`src/rtl/apb_servo_pwm_array_pkg.sv`:
```
// Shared register map, STATUS bit positions and default timing for the servo PWM array.
package apb_servo_pwm_array_pkg;

    localparam logic [7:0] ADDR_CTRL   = 8'h00;
    localparam logic [7:0] ADDR_PERIOD = 8'h04;
    localparam logic [7:0] ADDR_STATUS = 8'h08;
    localparam logic [7:0] ADDR_IRQ_EN = 8'h0C;
    localparam logic [7:0] CH_BASE     = 8'h10;
    localparam int unsigned CH_STRIDE  = 8;

    localparam int unsigned STATUS_HIT   = 0;
    localparam int unsigned STATUS_LEVEL = 1;

    // 20 ms at 50 MHz
    localparam int unsigned DEFAULT_RESET_PERIOD = 1_000_000;

endpackage

```
`src/rtl/servo_pwm_channel.sv`:
```
// One PWM channel: slew-limited duty tracking at period wrap and a registered compare output.
module servo_pwm_channel #(
    parameter int unsigned CNT_W = 20
) (
    input  logic             clk,
    input  logic             rst_n,
    input  logic [CNT_W-1:0] cnt,
    input  logic [CNT_W-1:0] per_act,
    input  logic             wrap,
    input  logic             en,
    input  logic [CNT_W-1:0] duty,
    input  logic [CNT_W-1:0] step,
    output logic             pwm
);

    logic [CNT_W-1:0] cur_q;
    logic [CNT_W-1:0] diff;
    logic [CNT_W-1:0] cur_nxt;

    // Distance is taken before stepping so the add/subtract can never wrap.
    always_comb begin
        diff    = (duty >= cur_q) ? (duty - cur_q) : (cur_q - duty);
        cur_nxt = cur_q;
        if ((step == '0) || (diff <= step)) begin
            cur_nxt = duty;
        end else if (duty > cur_q) begin
            cur_nxt = cur_q + step;
        end else begin
            cur_nxt = cur_q - step;
        end
    end

    always_ff @(posedge clk) begin
        if (!rst_n) begin
            cur_q <= '0;
            pwm   <= 1'b0;
        end else begin
            if (wrap) begin
                cur_q <= cur_nxt;
            end
            pwm <= en && (per_act != '0) && (cnt < cur_q);
        end
    end

endmodule

```
`src/rtl/apb_servo_pwm_array.sv`:
```
// APB3 servo PWM array: register file, shared period counter, hit detect with sticky flag and IRQ.
module apb_servo_pwm_array
    import apb_servo_pwm_array_pkg::*;
#(
    parameter int unsigned NUM_CH       = 4,
    parameter int unsigned CNT_W        = 20,
    parameter int unsigned RESET_PERIOD = DEFAULT_RESET_PERIOD
) (
    input  logic              PCLK,
    input  logic              PRESERN,
    input  logic              PSEL,
    input  logic              PENABLE,
    input  logic              PWRITE,
    input  logic [7:0]        PADDR,
    input  logic [31:0]       PWDATA,
    output logic              PREADY,
    output logic              PSLVERR,
    output logic [31:0]       PRDATA,
    input  logic              hit_data,
    output logic [NUM_CH-1:0] pwm_out,
    output logic              FABINT
);

    localparam logic [4:0] CH_LIM   = 5'(NUM_CH);
    localparam int unsigned STRIDE_SH = $clog2(CH_STRIDE);

    logic [NUM_CH-1:0] ctrl_q;
    logic [CNT_W-1:0]  period_q;
    logic              irq_en_q;
    logic [CNT_W-1:0]  duty_q [NUM_CH];
    logic [CNT_W-1:0]  step_q [NUM_CH];

    logic [CNT_W-1:0]  cnt_q;
    logic [CNT_W-1:0]  per_act_q;
    logic              wrap;

    logic              sync1_q, sync2_q, sync3_q, hit_q;

    logic [7:0]        addr_b;
    logic [7:0]        ch_off;
    logic [4:0]        ch_idx;
    logic              is_step;
    logic              in_ch;
    logic              hit_map;
    logic              wr_en;
    logic [31:0]       rdata;
    logic              unused_bits;

    // Address decode
    assign addr_b  = {PADDR[7:2], 2'b00};
    assign ch_off  = addr_b - CH_BASE;
    assign ch_idx  = 5'(ch_off >> STRIDE_SH);
    assign is_step = ch_off[2];
    assign in_ch   = (addr_b >= CH_BASE) && (ch_idx < CH_LIM);
    assign hit_map = (addr_b == ADDR_CTRL) || (addr_b == ADDR_PERIOD) ||
                     (addr_b == ADDR_STATUS) || (addr_b == ADDR_IRQ_EN) || in_ch;
    assign wr_en   = PSEL && PENABLE && PWRITE && hit_map;

    assign unused_bits = ^{PADDR[1:0], PWDATA, ch_off[1:0]};

    // Register file
    always_ff @(posedge PCLK) begin
        if (!PRESERN) begin
            ctrl_q   <= '0;
            period_q <= CNT_W'(RESET_PERIOD);
            irq_en_q <= 1'b0;
            for (int i = 0; i < NUM_CH; i++) begin
                duty_q[i] <= '0;
                step_q[i] <= '0;
            end
        end else if (wr_en) begin
            if (addr_b == ADDR_CTRL)   ctrl_q   <= PWDATA[NUM_CH-1:0];
            if (addr_b == ADDR_PERIOD) period_q <= PWDATA[CNT_W-1:0];
            if (addr_b == ADDR_IRQ_EN) irq_en_q <= PWDATA[0];
            for (int i = 0; i < NUM_CH; i++) begin
                if (in_ch && (ch_idx == 5'(i))) begin
                    if (is_step) step_q[i] <= PWDATA[CNT_W-1:0];
                    else         duty_q[i] <= PWDATA[CNT_W-1:0];
                end
            end
        end
    end

    // Read mux; unmapped addresses fall through to zero
    always_comb begin
        rdata = '0;
        if (addr_b == ADDR_CTRL)   rdata = 32'(ctrl_q);
        if (addr_b == ADDR_PERIOD) rdata = 32'(period_q);
        if (addr_b == ADDR_STATUS) begin
            rdata[STATUS_HIT]   = hit_q;
            rdata[STATUS_LEVEL] = sync2_q;
        end
        if (addr_b == ADDR_IRQ_EN) rdata = 32'(irq_en_q);
        for (int i = 0; i < NUM_CH; i++) begin
            if (in_ch && (ch_idx == 5'(i))) begin
                rdata = is_step ? 32'(step_q[i]) : 32'(duty_q[i]);
            end
        end
    end

    assign PREADY  = 1'b1;
    assign PSLVERR = PSEL && PENABLE && !hit_map;
    assign PRDATA  = PSEL ? rdata : '0;

    // A zero active period makes every cycle a boundary so a new PERIOD is picked up at once.
    assign wrap = (per_act_q == '0) || (cnt_q == per_act_q - CNT_W'(1));

    always_ff @(posedge PCLK) begin
        if (!PRESERN) begin
            cnt_q     <= '0;
            per_act_q <= CNT_W'(RESET_PERIOD);
        end else if (wrap) begin
            cnt_q     <= '0;
            per_act_q <= period_q;
        end else begin
            cnt_q     <= cnt_q + CNT_W'(1);
        end
    end

    // Hit synchroniser, edge detect and sticky flag; a new edge beats a same-cycle clear.
    always_ff @(posedge PCLK) begin
        if (!PRESERN) begin
            sync1_q <= 1'b0;
            sync2_q <= 1'b0;
            sync3_q <= 1'b0;
            hit_q   <= 1'b0;
            FABINT  <= 1'b0;
        end else begin
            sync1_q <= hit_data;
            sync2_q <= sync1_q;
            sync3_q <= sync2_q;
            if (sync2_q && !sync3_q) begin
                hit_q <= 1'b1;
            end else if (wr_en && (addr_b == ADDR_STATUS) && PWDATA[STATUS_HIT]) begin
                hit_q <= 1'b0;
            end
            FABINT <= hit_q && irq_en_q;
        end
    end

    for (genvar g = 0; g < NUM_CH; g++) begin : g_ch
        servo_pwm_channel #(
            .CNT_W (CNT_W)
        ) u_ch (
            .clk     (PCLK),
            .rst_n   (PRESERN),
            .cnt     (cnt_q),
            .per_act (per_act_q),
            .wrap    (wrap),
            .en      (ctrl_q[g]),
            .duty    (duty_q[g]),
            .step    (step_q[g]),
            .pwm     (pwm_out[g])
        );
    end

endmodule
```
`config.mk`:
```
export PLATFORM = sky130hd
export DESIGN_NAME = apb_servo_pwm_array
export DESIGN_NICKNAME = d
export VERILOG_FILES = /design/src/rtl/apb_servo_pwm_array_pkg.sv /design/src/rtl/servo_pwm_channel.sv /design/src/rtl/apb_servo_pwm_array.sv
export SDC_FILE = /design/constraint.sdc
export NUM_CORES = 1
export LEC_CHECK = 0
export BUFFER_PORTS_ARGS = -buffer_cell sky130_fd_sc_hd__buf_2
export CORE_MARGIN = 2
export CORE_UTILIZATION = 46
export DETAILED_ROUTE_END_ITERATION = 7
export PLACE_DENSITY_LB_ADDON = 0.25
export SYNTH_ARGS = -nofsm -noshare
export SYNTH_HDL_FRONTEND = slang
export SYNTH_SLANG_ARGS = --single-unit
```
`constraint.sdc`:
```
create_clock -name PCLK -period 6 [get_ports PCLK]
set_input_delay 0 -clock PCLK [delete_from_list [all_inputs] [get_ports PCLK]]
set_output_delay 0 -clock PCLK [all_outputs]
set_load 0.03 [all_outputs]
```
==> reports/qor.txt <==
Status: completed
Clock-pin slew on the worst setup and hold paths: 0.06 ns
I/O Buffers: 57
Cells after Synth: 3720
Final worst slack: 0.324 ns
Hold Crit Class: in2reg
Vias in the first global route: 26200
Final WL: 107 mm
Drt pass-1 iters: 6
Gpl congestion: 0.972
Nets: 4225
Max cap viols: 0
Number of synthesized flops with an enable pin: 160
Worst Tran Pin Value: 1.18 ns
RSZ-0062 raised after global routing: true
Ys async rst share: 0
Worst path most repeated cell: a21oi_1
Clock Latency Late Sink: 0.58 ns
First DRT Iteration DRCs: 2869
Clock sinks: 314
F_max: 176 MHz
Total CTS buffers: 40
Die area: 69100 um^2
Die width: 263 um
Sw frac: 0.328
Core area: 66100 um^2
Setup CP Type: reg2reg
Top cell type's share of synthesized area: 0.161
DRC viols: 0
Wire length per cell: 22.9 um
Most common cell after layout, fill and taps aside: ha_1
Largest net degree at the start of global routing: 79
Total internal power: 4.39 mW
Synth area leader: ha_1
Leak Pwr: 14.7 nW
Vias: 28100
Antenna-violating nets left: 0
Slowest-stage cell, CP: edfxtp_1
Final Core Density: 0.514
Fin crit share: 0.946
Post-layout min period: 5.68 ns
Layout area overhead: 10.2%
Register area share after synthesis: 0.256
Placed wire-length estimate: 81.2 mm
CTS root buf: clkbuf_16
Fin. Hold Viols: 0
Mapped Area: 30800 um^2
Dpl cells: 4568
Finished Layout Cells: 4667
Max Clock Skew: 0.0254 ns
Placement Setup Slack: 0.125 ns
First-pass GRT wire length: 160 mm
Vias per inst: 6.02
Share of layout cells above drive strength 1: 0.0800
Initial core utilization: 0.466
I/O pin total: 85
Startpoint Class: flip-flop
Req. time, crit path: 6.40 ns
Gr ovfl total: 0
Gate power share: 0.267
Most frequent cells in the layout: ha_1 (397), inv_1 (309), nor2_1 (275)
Signal arrival time at the worst endpoint: 6.08 ns
DIE HEIGHT: 263 um
Reg power frac: 0.366
Clock power share: 0.367
PD cells: 192 nW/um^2
Max rail drop VDD: 142 uV
Yosys Warn Count: 0
Hold_ws: 0.0897 ns
Final Max Slew Viols: 0
Crit-path cells: inv_1 > ha_1 > a21oi_1 > o22ai_1 > o311ai_2 > a31o_2 > a21oi_1 > nor2_1 > a21oi_1 > ha_1 > nor2b_1 > o31ai_1 > a21oi_1 > o41ai_1 > buf_4 > o31ai_1 > o31ai_2 > o21ai_0 > xnor2_1 > o21ai_0 > a21oi_1
Slowest stage delay, CP: 0.48 ns
Top post-synthesis cells by area: ha_1 (16%), edfxtp_1 (16%), dfxtp_1 (10%)
Initial antenna violation count: 5
Psw: 2.14 mW
CTS tree: built
CP Capture Type: flip-flop
#FFs+latches synth: 314
Final setup vio count: 0
Max FO, Critical Path: 6
Mean Syn Cell Area: 8.28 um^2
Relative slew slack: 0.211
Post-synth top flop: edfxtp_1
Global-route usage over all layers: 0.301
Longest Clk Path Bufs: 3
Core Rows: 94
H-tree Lvls: 2
Count of cell types in the netlist: 85
-- state kept, by name, indices dropped and copies added (netlist names), 4 cells and up --
signal,cells
g_ch.u_ch.pwm,4
per_act_q,20
g_ch.u_ch.cur_q,80
cnt_q,20
step_q,80
ctrl_q,4
period_q,20
duty_q,80
-- synth_stat cells (33+ instances only) --
library cell	n
o22ai_1	34
a211oi_1	83
inv_1	309
nor2_1	278
nand3_1	89
and2_1	179
clkbuf_1	133
nand2_1	251
edfxtp_1	160
o21ai_0	175
xnor2_1	187
xor2_1	66
a21o_1	127
o21a_1	43
nor3_1	55
a21oi_1	275
nand4_1	61
dfxtp_1	154
ha_1	397
mux2i_1	133
nor2b_1	48
and3_1	33
-- power groups by stage --
stage | Clock, mW | Combinational [mW] | Sequential, mW
4_1_cts | 2.43 | 1.69 | 2.39
3_5_place_dp | 0 | 1.67 | 2.44
3_3_place_gp | 0 | 1.66 | 2.43
2_1_floorplan | 0 | 1.19 | 2.40
6_report | 2.40 | 1.75 | 2.39
5_1_grt | 2.50 | 1.89 | 2.40
-- through the flow --
step                area, um^2  power (mW)  setup TNS (ns)
detailed placement       32300        4.11               0
global placement         32300        4.10               0
global route             34000        6.79         -0.0117
CTS                      33800        6.51               0
floorplan                30900        3.59               0
finish                   34000        6.54               0
-- layer usage --
| metal | global-route usage | wire length [um] |
|---|---|---|
| met2 | 0.463 | 45700 |
| met5 | 0 | 13 |
| met4 | 0.135 | 5120 |
| met1 | 0.416 | 47200 |
| met3 | 0.0439 | 8690 |
-- cell families after synthesis --
family | share of synthesized area
and+or+nand+nor | 0.181
AOI/OAI and AO/OA | 0.207
buffers and inverters | 0.0640
adders and majority gates | 0.169
DFF | 0.256
xor gates and xnor gates | 0.0719
muxes | 0.0509
other | 0.000244
-- path summary, 6_finish.rpt --
check                     from                endpoint  slack, ns  cells past startpoint
setup / recovery  duty_q[1][2]  g_ch[1].u_ch.cur_q[19]       0.32                     21
hold / removal        PADDR[7]                   hit_q       0.09                      6
setup reg to reg  duty_q[1][2]  g_ch[1].u_ch.cur_q[19]       0.32                     21
hold reg to reg        sync1_q                 sync2_q       0.44                      1
-- layout make-up --
type	count	area, um^2
Timing Repair Buffer	183	1360
Clock inverter	15	114
Clock buffer	57	1150
Tap cell	864	1080
Antenna cell	3	7.51
Inverter	311	1170
Fill cell	6360	32100
Sequential cell	314	7890
Multi-Input combinational cell	2920	21200
-- worst max-delay path: cells and delay by family, from the launching register on --
kind | cells | cell delay [ns]
XOR/XNOR | 1 | 0.16
AND/OR/NAND/NOR | 2 | 0.23
adder cells (fa/ha/maj) | 2 | 0.71
AO/OA/AOI/OAI | 14 | 3.60
flip-flops | 1 | 0.48
buffers and inverters | 2 | 0.30
-- timing repair --
item                                   CTS  global route
buffers inserted                         0             3
endpoints found under the hold margin   72             0
resized for setup                        0            28
hold buffers                            21             0
setup endpoints to repair                0            72
Note: power is estimated with default switching activity, not from simulation.
